<file path="config.mk">
export PLATFORM = sky130hd
export DESIGN_NAME = bw_sram_ctrl
export DESIGN_NICKNAME = d
export VERILOG_FILES = /design/src/rtl/bw_sram_pkg.sv /design/src/rtl/bw_sram_rsp_fifo.sv /design/src/rtl/bw_sram_ctrl.sv
export SDC_FILE = /design/constraint.sdc
export NUM_CORES = 1
export LEC_CHECK = 0
export ABC_AREA = 1
export BUFFER_PORTS_ARGS = -buffer_cell sky130_fd_sc_hd__buf_4
export CAP_MARGIN = 20
export CORE_UTILIZATION = 40
export DETAILED_ROUTE_END_ITERATION = 8
export GPL_TIMING_DRIVEN = 0
export HOLD_SLACK_MARGIN = 0.15
export PLACE_DENSITY = 0.64
export SYNTH_ARGS = -nofsm -noshare
export SYNTH_HDL_FRONTEND = slang
export SYNTH_SLANG_ARGS = --single-unit
</file>
<file path="constraint.sdc">
create_clock -name clk_i -period 4 [get_ports clk_i]
set_clock_uncertainty 0.05 [all_clocks]
set_input_delay 0.2 -clock clk_i [delete_from_list [all_inputs] [get_ports clk_i]]
set_output_delay 0.2 -clock clk_i [all_outputs]
set_load 0.02 [all_outputs]
</file>
<file path="src/rtl/bw_sram_pkg.sv">
// Shared types and helper functions for the byte-write SRAM front end.
// Contents:
//   size_e        - access size encoding (byte, half, word, illegal)
//   rsp_t         - one response entry (load data + error flag)
//   meta_t        - request attributes carried from the RAM strobe cycle
//                   to the RAM read-data cycle
//   is_misaligned - error detection for size/offset combinations
//   be_mask       - byte-lane enables for a given size and byte offset
//   align_wdata   - replicates store data onto every lane it might land in
//   extract_rdata - shifts the addressed lanes down and zero/sign extends
package bw_sram_pkg;

    typedef enum logic [1:0] {
        SZ_B = 2'd0,
        SZ_H = 2'd1,
        SZ_W = 2'd2,
        SZ_X = 2'd3
    } size_e;

    typedef struct packed {
        logic [31:0] rdata;
        logic        err;
    } rsp_t;

    typedef struct packed {
        logic        we;
        logic        err;
        logic [1:0]  offset;
        size_e       size;
        logic        uns;
    } meta_t;

    // Halves must sit on an even byte, words on a word boundary, and the
    // fourth size code is never legal.
    function automatic logic is_misaligned(input size_e size, input logic [1:0] offset);
        logic bad;
        case (size)
            SZ_B:    bad = 1'b0;
            SZ_H:    bad = offset[0];
            SZ_W:    bad = (offset != 2'b00);
            default: bad = 1'b1;
        endcase
        return bad;
    endfunction

    function automatic logic [3:0] be_mask(input size_e size, input logic [1:0] offset);
        logic [3:0] base;
        case (size)
            SZ_B:    base = 4'b0001;
            SZ_H:    base = 4'b0011;
            SZ_W:    base = 4'b1111;
            default: base = 4'b0000;
        endcase
        return base << offset;
    endfunction

    // Replicating the LSB-aligned data means the lane enables alone pick
    // the destination; no shifter is needed on the write path.
    function automatic logic [31:0] align_wdata(input size_e size, input logic [31:0] wdata);
        logic [31:0] out;
        case (size)
            SZ_B:    out = {4{wdata[7:0]}};
            SZ_H:    out = {2{wdata[15:0]}};
            default: out = wdata;
        endcase
        return out;
    endfunction

    function automatic logic [31:0] extract_rdata(input size_e size, input logic uns,
                                                  input logic [1:0] offset, input logic [31:0] raw);
        logic [31:0] shifted;
        logic [31:0] out;
        shifted = raw >> {offset, 3'b000};
        case (size)
            SZ_B:    out = {{24{shifted[7] & ~uns}}, shifted[7:0]};
            SZ_H:    out = {{16{shifted[15] & ~uns}}, shifted[15:0]};
            default: out = shifted;
        endcase
        return out;
    endfunction

endpackage

</file>
<file path="src/rtl/bw_sram_rsp_fifo.sv">
// Response FIFO holding completed rsp_t entries until the consumer takes them.
// Storage is a flop array, so the head entry comes straight from registers.
// Pointers wrap at DEPTH, which need not be a power of two.
// Ports:
//   clk_i, rst_i   - clock, asynchronous active-high reset (empties the FIFO)
//   push_i         - write push_data_i at the tail (never asserted when full)
//   push_data_i    - entry to store
//   pop_i          - drop the head entry (never asserted when empty)
//   head_o         - current head entry
//   valid_o        - FIFO holds at least one entry
//   count_o        - number of entries held
module bw_sram_rsp_fifo
    import bw_sram_pkg::*;
#(
    parameter int DEPTH = 3,
    parameter int CNT_W = $clog2(DEPTH + 1)
) (
    input  logic             clk_i,
    input  logic             rst_i,
    input  logic             push_i,
    input  rsp_t             push_data_i,
    input  logic             pop_i,
    output rsp_t             head_o,
    output logic             valid_o,
    output logic [CNT_W-1:0] count_o
);

    localparam int PTR_W = (DEPTH > 1) ? $clog2(DEPTH) : 1;

    rsp_t             mem_q [DEPTH];
    rsp_t             mem_d [DEPTH];
    logic [PTR_W-1:0] wr_ptr_q, wr_ptr_d;
    logic [PTR_W-1:0] rd_ptr_q, rd_ptr_d;
    logic [CNT_W-1:0] count_q, count_d;

    function automatic logic [PTR_W-1:0] ptr_inc(input logic [PTR_W-1:0] p);
        return (p == PTR_W'(DEPTH - 1)) ? '0 : p + PTR_W'(1);
    endfunction

    // Next-state logic: write the tail on push, advance the head on pop,
    // and leave the count alone when both happen in the same cycle.
    always_comb begin
        mem_d    = mem_q;
        wr_ptr_d = wr_ptr_q;
        rd_ptr_d = rd_ptr_q;
        count_d  = count_q;
        if (push_i) begin
            mem_d[wr_ptr_q] = push_data_i;
            wr_ptr_d        = ptr_inc(wr_ptr_q);
        end
        if (pop_i) begin
            rd_ptr_d = ptr_inc(rd_ptr_q);
        end
        case ({push_i, pop_i})
            2'b10:   count_d = count_q + CNT_W'(1);
            2'b01:   count_d = count_q - CNT_W'(1);
            default: count_d = count_q;
        endcase
    end

    // State registers. Storage is cleared on reset too, so the head reads
    // as all-zero straight out of reset.
    always_ff @(posedge clk_i or posedge rst_i) begin
        if (rst_i) begin
            for (int i = 0; i < DEPTH; i++) begin
                mem_q[i] <= '0;
            end
            wr_ptr_q <= '0;
            rd_ptr_q <= '0;
            count_q  <= '0;
        end else begin
            for (int i = 0; i < DEPTH; i++) begin
                mem_q[i] <= mem_d[i];
            end
            wr_ptr_q <= wr_ptr_d;
            rd_ptr_q <= rd_ptr_d;
            count_q  <= count_d;
        end
    end

    assign head_o  = mem_q[rd_ptr_q];
    assign valid_o = (count_q != '0);
    assign count_o = count_q;

endmodule

</file>
<file path="src/rtl/bw_sram_ctrl.sv">
// Request/response front end for a byte-write single-port RAM.
// Turns valid/ready byte-addressed loads and stores into RAM strobes. It
// aligns and extends load data and returns one in-order response per request.
// Ports:
//   clk_i, rst_i       - clock, asynchronous active-high reset
//   req_valid_i/ready_o - request handshake
//   req_addr_i         - byte address (ADDR_WIDTH+2 bits)
//   req_we_i           - 1 = store, 0 = load
//   req_size_i         - 0 byte, 1 half, 2 word, 3 illegal
//   req_unsigned_i     - load zero-extends when set, sign-extends otherwise
//   req_wdata_i        - LSB-aligned store data
//   rsp_valid_o/ready_i - response handshake
//   rsp_rdata_o        - aligned/extended load data, zero for stores and errors
//   rsp_err_o          - misaligned or illegal-size request
//   ram_en_o, ram_we_o, ram_addr_o, ram_wdata_o, ram_be_o - RAM strobes
//   ram_rdata_i        - RAM read data, valid the cycle after a read strobe
module bw_sram_ctrl
    import bw_sram_pkg::*;
#(
    parameter int ADDR_WIDTH = 8,
    parameter int RSP_DEPTH  = 3
) (
    input  logic                  clk_i,
    input  logic                  rst_i,
    input  logic                  req_valid_i,
    output logic                  req_ready_o,
    input  logic [ADDR_WIDTH+1:0] req_addr_i,
    input  logic                  req_we_i,
    input  logic [1:0]            req_size_i,
    input  logic                  req_unsigned_i,
    input  logic [31:0]           req_wdata_i,
    output logic                  rsp_valid_o,
    input  logic                  rsp_ready_i,
    output logic [31:0]           rsp_rdata_o,
    output logic                  rsp_err_o,
    output logic                  ram_en_o,
    output logic                  ram_we_o,
    output logic [ADDR_WIDTH-1:0] ram_addr_o,
    output logic [31:0]           ram_wdata_o,
    output logic [3:0]            ram_be_o,
    input  logic [31:0]           ram_rdata_i
);

    localparam int CNT_W = $clog2(RSP_DEPTH + 1);

    size_e            req_size;
    logic             req_err;
    logic             fire;
    logic             pop;
    logic             pend_q, pend_d;
    logic             ready_en_q, ready_en_d;
    meta_t            meta_q, meta_d;
    rsp_t             push_data;
    rsp_t             head;
    logic             fifo_valid;
    logic [CNT_W-1:0] fifo_count;
    logic [CNT_W:0]   credit_used;

    assign req_size = size_e'(req_size_i);
    assign req_err  = is_misaligned(req_size, req_addr_i[1:0]);

    // A slot is reserved for every request in flight (pend) as well as every
    // stored response, so an accepted request always finds FIFO room. Only
    // registered terms feed ready, which keeps rsp_ready_i out of this path.
    assign credit_used = {1'b0, fifo_count} + {{CNT_W{1'b0}}, pend_q};
    assign req_ready_o = ready_en_q && (credit_used < (CNT_W + 1)'(RSP_DEPTH));
    assign fire        = req_valid_i && req_ready_o;

    // Errored requests still take a pipeline slot and a response, but they
    // never strobe the RAM.
    assign ram_en_o    = fire && !req_err;
    assign ram_we_o    = req_we_i;
    assign ram_addr_o  = req_addr_i[ADDR_WIDTH+1:2];
    assign ram_be_o    = be_mask(req_size, req_addr_i[1:0]);
    assign ram_wdata_o = align_wdata(req_size, req_wdata_i);

    // Capture what the read-data cycle needs to shape the response. The
    // metadata only has to be loaded when a new request fires.
    always_comb begin
        pend_d     = fire;
        ready_en_d = 1'b1;
        meta_d     = meta_q;
        if (fire) begin
            meta_d.we     = req_we_i;
            meta_d.err    = req_err;
            meta_d.offset = req_addr_i[1:0];
            meta_d.size   = req_size;
            meta_d.uns    = req_unsigned_i;
        end
    end

    // The RAM read data is only meaningful for loads that actually reached
    // the RAM; everything else reports zero data.
    always_comb begin
        push_data.err   = meta_q.err;
        push_data.rdata = '0;
        if (!meta_q.we && !meta_q.err) begin
            push_data.rdata = extract_rdata(meta_q.size, meta_q.uns, meta_q.offset, ram_rdata_i);
        end
    end

    // Pipeline registers. ready_en_q holds off acceptance while reset is
    // asserted and opens on the first clock after it is released.
    always_ff @(posedge clk_i or posedge rst_i) begin
        if (rst_i) begin
            pend_q     <= 1'b0;
            ready_en_q <= 1'b0;
            meta_q     <= '0;
        end else begin
            pend_q     <= pend_d;
            ready_en_q <= ready_en_d;
            meta_q     <= meta_d;
        end
    end

    assign pop = fifo_valid && rsp_ready_i;

    bw_sram_rsp_fifo #(
        .DEPTH (RSP_DEPTH),
        .CNT_W (CNT_W)
    ) u_rsp_fifo (
        .clk_i       (clk_i),
        .rst_i       (rst_i),
        .push_i      (pend_q),
        .push_data_i (push_data),
        .pop_i       (pop),
        .head_o      (head),
        .valid_o     (fifo_valid),
        .count_o     (fifo_count)
    );

    assign rsp_valid_o = fifo_valid;
    assign rsp_rdata_o = head.rdata;
    assign rsp_err_o   = head.err;

endmodule

</file>
==> reports/qor.tcl, run 1 <==
set qor(die_area_mm2) 0.01671
set qor(routed_wirelength_um) 20280
set qor(crit_path_start_kind) {register}
set qor(power.density_cell_area_mw_per_mm2) 755.7
set qor(tritoncts_num_sinks) 114
set qor(endpoint_kind) {output port}
set qor(mostFrequentLayoutCell) {sky130_fd_sc_hd__nand2_1}
set qor(grt_start_max_net_pins) 92
set qor(postSynthNetCount) 975
set qor(critPathCapture) {rsp_rdata_o[15]}
set qor(synthesis.instances) 886
set qor(placed_cells) 1257
set qor(port_buffers) 154
set qor(cts_max_level) 4
set qor(critical_path_arrival_ns) 2.43
set qor(hpwl_after_detailed_placement_um) 14790
set qor(final_layout_size_suffix_gt1_share_pct) 23.13
set qor(grt_remaining_overflow) 0
set qor(synthDominantAreaCellType) {sky130_fd_sc_hd__dfrtp_1}
set qor(cts_made_buffers) 17
set qor(layout_min_cycle_time_ns) 2.680
set qor(max_cap_viol_count) 0
set qor(synth.yosys.seq_area_share_pct) 44.02
set qor(globalplace.congestion) 0.8358
set qor(place_worst_setup_slack_ns) 1.785
set qor(post_layout_power_mw) 6.532
set qor(yosysUniqueCellTypes) 31
set qor(gr-usage-all-layers_pct) 25.78
set qor(achievable-frequency_ghz) 0.3731
set qor(antenna_found_initial) 0
set qor(rrSetupSlack_ns) 2.11
set qor(layout.core_utilization_pct) 54.61
set qor(floorplan.die.width_um) 129.3
set qor(critical_path.max_fanout) 10
set qor(first_pass_grt_wire_length_um) 32340
set qor(timing.critical_path.from) {u_rsp_fifo.rd_ptr_q[1]}
set qor(setup_viol_count_final) 0
set qor(rsz0062_at_grt) {false}
set qor(worst_ep_required_time_ns) 3.75
set qor(synthTopCellsByArea) {sky130_fd_sc_hd__dfrtp_1 44%, sky130_fd_sc_hd__nand2_1 19%, sky130_fd_sc_hd__nand3_1 8.9%, sky130_fd_sc_hd__o21ai_0 4.6%, sky130_fd_sc_hd__o211ai_1 4.4%}
set qor(post_synth.cell_area_avg_um2) 7.314
set qor(yosys.area.top_type_share_pct) 44.02
set qor(final.fill_count) 1558
set qor(floorplan.initialDensity_pct) 40.94
set qor(maxSlewViolCount) 0
set qor(postRouteAntennaNets) 0
set qor(drt_first_pass_iters) 5
set qor(post-route-drc-count) 0
set qor(worst_hold_path_type) {input pin to register}
set qor(clock_slew_at_the_register_clock_pins_of_the_worst_setup_and_hold_paths_ns) 0.05
set qor(clk_latency_ns) 0.42
set qor(final_std_cells_w_o_fill) 1297
set qor(postCtsHoldBufs) 8
set qor(vias_per_cell) 5.011
set qor(highest_count_cells_in_the_layout_ignoring_fill_and_taps) {325 x sky130_fd_sc_hd__nand2_1, 174 x sky130_fd_sc_hd__buf_4, 115 x sky130_fd_sc_hd__nand3_1}
set qor(ir_worst_vdd_uv) 402.2
set qor(clock_path_buffers) 2
set qor(r2r_path_end) {u_rsp_fifo.rd_ptr_q[0]}
set qor(fp-row-count) 46
set qor(ys_warn_count) 0
set qor(cts_resized) 0
set qor(dieHeight_um) 129.3
set qor(syn-cell-area_mm2) 0.006480
set qor(worst_r2r_startpoint) {u_rsp_fifo.rd_ptr_q[1]}
set qor(criticalPathCategory) {register to output port}
set qor(cellLeakagePower_nw) 4.387
set qor(setup_tns_ns) 0
set qor(final.period_utilization_pct) 67.01
set qor(worst-slew-pin-transition_ns) 0.5865
set qor(core_mm2) 0.01583
set qor(design.portCount) 163
set qor(clk_root_buffer_cell) {sky130_fd_sc_hd__clkbuf_16}
set qor(syn_to_final_growth_pct) 33.38
set qor(placed_area_mm2) 0.007939
set qor(hold-worst-slack_ns) 0.1505
set qor(vias) 6499
set qor(synth_seq_cells) 114
set qor(grt_pass1_vias) 6351
set qor(run_status) {finished clean}
set qor(finalInstanceArea_mm2) 0.008643
set qor(finalNetCount) 1157
set qor(slew-limit-headroom_pct) 60.90
set qor(drt_iter0_drc) 445
set qor(antenna_cells) 0
set qor(reg2regPathDepth) 5
set qor(timing.final.hold_violations) 0
set qor(post-cts-setup-buffer-count) 0
set qor(cts_tree) {built}
set qor(timing.final.ws_setup_ns) 1.320
set qor(avgRoutedWirePerCell_um) 15.64
==> routing by layer <==
layer	routed length (um)	global-route usage [%]	vias to the layer above	part of all wire (%)
li1	-	-	3214	-
met1	8589	31.83	3023	42
met2	10170	44.94	229	50
met3	1060	4.500	33	5.2
met4	455	9.689	0	2.2
met5	0	0	-	0
==> cells in the mapped netlist (all sizes together) <==
library cell    n
buf            41
nand2         326
dfrtp         114
o21ai          80
o221ai          2
a21oi          19
ha              7
nor2           10
or2             2
o22ai           6
inv            82
o211ai         38
conb            1
nor3            5
xnor2           2
clkbuf         33
nand3         118
==> power by group <==
| group | internal (mW) | switching (mW) | leakage (nW) | total [mW] |
|---|---|---|---|---|
| Sequential | 1.60 | 0.243 | 1.48 | 1.84 |
| Combinational | 1.07 | 2.03 | 2.60 | 3.10 |
| Clock | 1.06 | 0.531 | 0.309 | 1.59 |
| Total | 3.73 | 2.80 | 4.39 | 6.53 |
==> cell families after synthesis <==
kind of cell	Yosys count	synth area share (%)
compound gates	145	12.96
xor+xnor	2	0.2704
fa+ha+maj	7	1.352
buf+inv	156	11.14
flops	114	44.02
other cells	1	0.05787
simple gates	461	30.20
==> final cells by class <==
cell class / count / area (um2) / area share, %
multi-input combinational: 616 / 2905 / 33.61
buffer: 74 / 409.1 / 4.734
tap: 216 / 270.3 / 3.127
sequential: 114 / 2853 / 33.01
timing repair buffer: 163 / 1264 / 14.62
clock buffer: 23 / 498.0 / 5.761
inverter: 82 / 317.8 / 3.677
clock inverter: 9 / 126.4 / 1.462
==> flip-flops by register name, indices dropped and copies added (netlist names) <==
signal	flops
pend_q	1
u_rsp_fifo.rd_ptr_q	2
u_rsp_fifo.count_o	2
u_rsp_fifo.mem_q	99
ready_en_q	1
u_rsp_fifo.wr_ptr_q	2
meta_q	7
==> worst min-delay path by stage <==
stage              startpoint              endpoint  slack, ns  cells after the start
3_3_place_gp   req_unsigned_i             meta_q[0]       0.35                      3
4_1_cts           req_valid_i                pend_q       0.16                      3
6_report          req_valid_i                pend_q       0.15                      3
3_5_place_dp            rst_i  u_rsp_fifo.mem_q[37]       0.12                      2
2_1_floorplan  req_unsigned_i             meta_q[0]       0.26                      2
5_1_grt           req_valid_i                pend_q       0.18                      3
==> critical path, stage by stage, from the launching register on <==
cell and delay (ns):
sky130_fd_sc_hd__dfrtp_1 0.35, sky130_fd_sc_hd__clkbuf_1 0.22, sky130_fd_sc_hd__nor2_1 0.47, sky130_fd_sc_hd__clkbuf_1 0.49, sky130_fd_sc_hd__nand2_1 0.11, sky130_fd_sc_hd__o221ai_1 0.16
sky130_fd_sc_hd__buf_4 0.21
Note: power is estimated with default switching activity, not from simulation.
==> run 2, diff against run 1 <==
==> constraint.sdc (replaced) <==
create_clock -name clk_i -period 2.8 [get_ports clk_i]
set_clock_uncertainty 0.05 [all_clocks]
set_input_delay 0.14 -clock clk_i [delete_from_list [all_inputs] [get_ports clk_i]]
set_output_delay 0.14 -clock clk_i [all_outputs]
set_load 0.02 [all_outputs]
==> run 2 against run 1 <==
Flip-flop and latch count unchanged. Critical path depth unchanged. Via count decreased by 0.78%. Non-clock buffer count increased by 10. Clock-buffer cell count increased by 1.
==> reports/qor.tcl, run 2 (same netlist as run 1, synthesis figures left out) <==
set qor(clock_slew_at_the_register_clock_pins_of_the_worst_setup_and_hold_paths_ns) 0.05
set qor(routed_wirelength_um) 20180
set qor(clk_root_buffer_cell) {sky130_fd_sc_hd__clkbuf_16}
set qor(timing.final.hold_violations) 0
set qor(vias_per_cell) 4.941
set qor(registers.top_by_ff_count) {u_rsp_fifo.mem_q}
set qor(antenna_cells) 0
set qor(postRouteAntennaNets) 0
set qor(mostFrequentLayoutCell) {sky130_fd_sc_hd__nand2_1}
set qor(layout_min_cycle_time_ns) 2.527
set qor(clk_latency_ns) 0.42
set qor(crit_path_start_kind) {register}
set qor(layout.core_utilization_pct) 54.73
set qor(power.density_cell_area_mw_per_mm2) 1047
set qor(critical_path_arrival_ns) 2.34
set qor(worst_hold_path_type) {input pin to register}
set qor(floorplan.die.width_um) 129.3
set qor(hold-worst-slack_ns) 0.1530
set qor(dieHeight_um) 129.3
set qor(vias) 6448
set qor(final_layout_size_suffix_gt1_share_pct) 22.68
set qor(syn_to_final_growth_pct) 33.67
set qor(gr-usage-all-layers_pct) 25.72
set qor(antenna_found_initial) 0
set qor(finalNetCount) 1167
set qor(drt_first_pass_iters) 4
set qor(core_mm2) 0.01583
set qor(cts_max_level) 4
set qor(setup_tns_ns) 0
set qor(slew-limit-headroom_pct) 58.43
set qor(critical_path.max_fanout) 10
set qor(maxSlewViolCount) 0
set qor(setup_viol_count_final) 0
set qor(design.portCount) 163
set qor(max_cap_viol_count) 0
set qor(achievable-frequency_ghz) 0.3957
set qor(globalplace.congestion) 0.8515
set qor(tritoncts_num_sinks) 114
set qor(worst_ep_required_time_ns) 2.61
set qor(grt_start_max_net_pins) 36
set qor(largest_registers) {u_rsp_fifo.mem_q: 99 flops, meta_q: 7 flops}
set qor(worst-slew-pin-transition_ns) 0.6235
set qor(grt_remaining_overflow) 0
set qor(cts_tree) {built}
set qor(highest_count_cells_in_the_layout_ignoring_fill_and_taps) {325 x sky130_fd_sc_hd__nand2_1, 174 x sky130_fd_sc_hd__buf_4, 115 x sky130_fd_sc_hd__nand3_1}
set qor(criticalPathCategory) {register to output port}
set qor(endpoint_kind) {output port}
set qor(hpwl_after_detailed_placement_um) 15090
set qor(run_status) {finished clean}
set qor(drt_iter0_drc) 367
set qor(largest_register_ffs) 99
set qor(port_buffers) 154
set qor(first_pass_grt_wire_length_um) 32310
set qor(ir_worst_vdd_uv) 581.8
set qor(die_area_mm2) 0.01671
set qor(grt_pass1_vias) 6280
set qor(rrSetupSlack_ns) 0.38
set qor(rsz0062_at_grt) {false}
set qor(post-route-drc-count) 0
set qor(clock_path_buffers) 2
set qor(final.period_utilization_pct) 90.25
set qor(final.fill_count) 1592
set qor(floorplan.initialDensity_pct) 40.94
set qor(avgRoutedWirePerCell_um) 15.46
set qor(post-cts-setup-buffer-count) 0
set qor(cellLeakagePower_nw) 4.381
set qor(fp-row-count) 46
set qor(cts_made_buffers) 17
## run 2: layer usage
layer | track usage [%] | part of all wire [%] | up-vias
met3 | 5.739 | 4.7 | 33
met2 | 43.71 | 50 | 173
met4 | 9.550 | 2.0 | 0
met1 | 31.98 | 44 | 2996
li1 | - | - | 3246
met5 | 0 | 0 | -
## run 2: worst paths after layout
kind	startpoint	to	cells past startpoint
max in group asynchronous	rst_i	u_rsp_fifo.mem_q[63]	6
min in group asynchronous	rst_i	u_rsp_fifo.mem_q[80]	3
worst min register to register	u_rsp_fifo.mem_q[62]	u_rsp_fifo.mem_q[62]	2
worst max-delay path	u_rsp_fifo.rd_ptr_q[1]	rsp_rdata_o[2]	6
worst min-delay path	ram_rdata_i[11]	u_rsp_fifo.mem_q[37]	5
worst max register to register	pend_q	meta_q[4]	9
## run 2: where the power goes
group	leakage (nW)	internal (mW)	switching, mW	total, mW
sequential	1.48	2.28	0.357	2.64
combinational	2.64	1.57	2.89	4.46
clock	0.260	1.25	0.720	1.97
total	4.38	5.10	3.97	9.07
## run 2: worst max-delay path, cell delays in order, from the launching register on
cell and delay, ns:
sky130_fd_sc_hd__dfrtp_1 0.37, sky130_fd_sc_hd__clkbuf_1 0.23, sky130_fd_sc_hd__nor2_2 0.36, sky130_fd_sc_hd__clkbuf_1 0.50, sky130_fd_sc_hd__nand2_1 0.12, sky130_fd_sc_hd__o211ai_1 0.15
sky130_fd_sc_hd__buf_4 0.19
## run 2: repair_timing
item,CTS,global route
hold buffers,16,0
endpoints found under the hold margin,46,0
endpoints found under the setup margin,0,1
gates resized for setup,0,1
## run 2: final cells by class
cell class,count,area (um2),share of cell area (%)
clock inverter,6,57.56,0.6645
multi-input combinational,616,2908,33.57
tap,216,270.3,3.120
buffer,74,409.1,4.723
timing repair buffer,173,1376,15.89
inverter,82,316.6,3.654
sequential,114,2853,32.93
clock buffer,24,471.7,5.446
## run 2: per-stage QoR
stage | std cells | total power [mW] | setup WS [ns] | cell area [um2]
after floorplan | 886 | 5.504 | 0.5656 | 6484
final | 1305 | 9.068 | 0.2731 | 8662
after detailed placement | 1259 | 7.041 | 0.6618 | 7970
after global placement | 1256 | 6.974 | 0.3903 | 7910
after global routing | 1305 | 9.709 | 0.1388 | 8662
after CTS | 1305 | 9.087 | 0.1961 | 8660
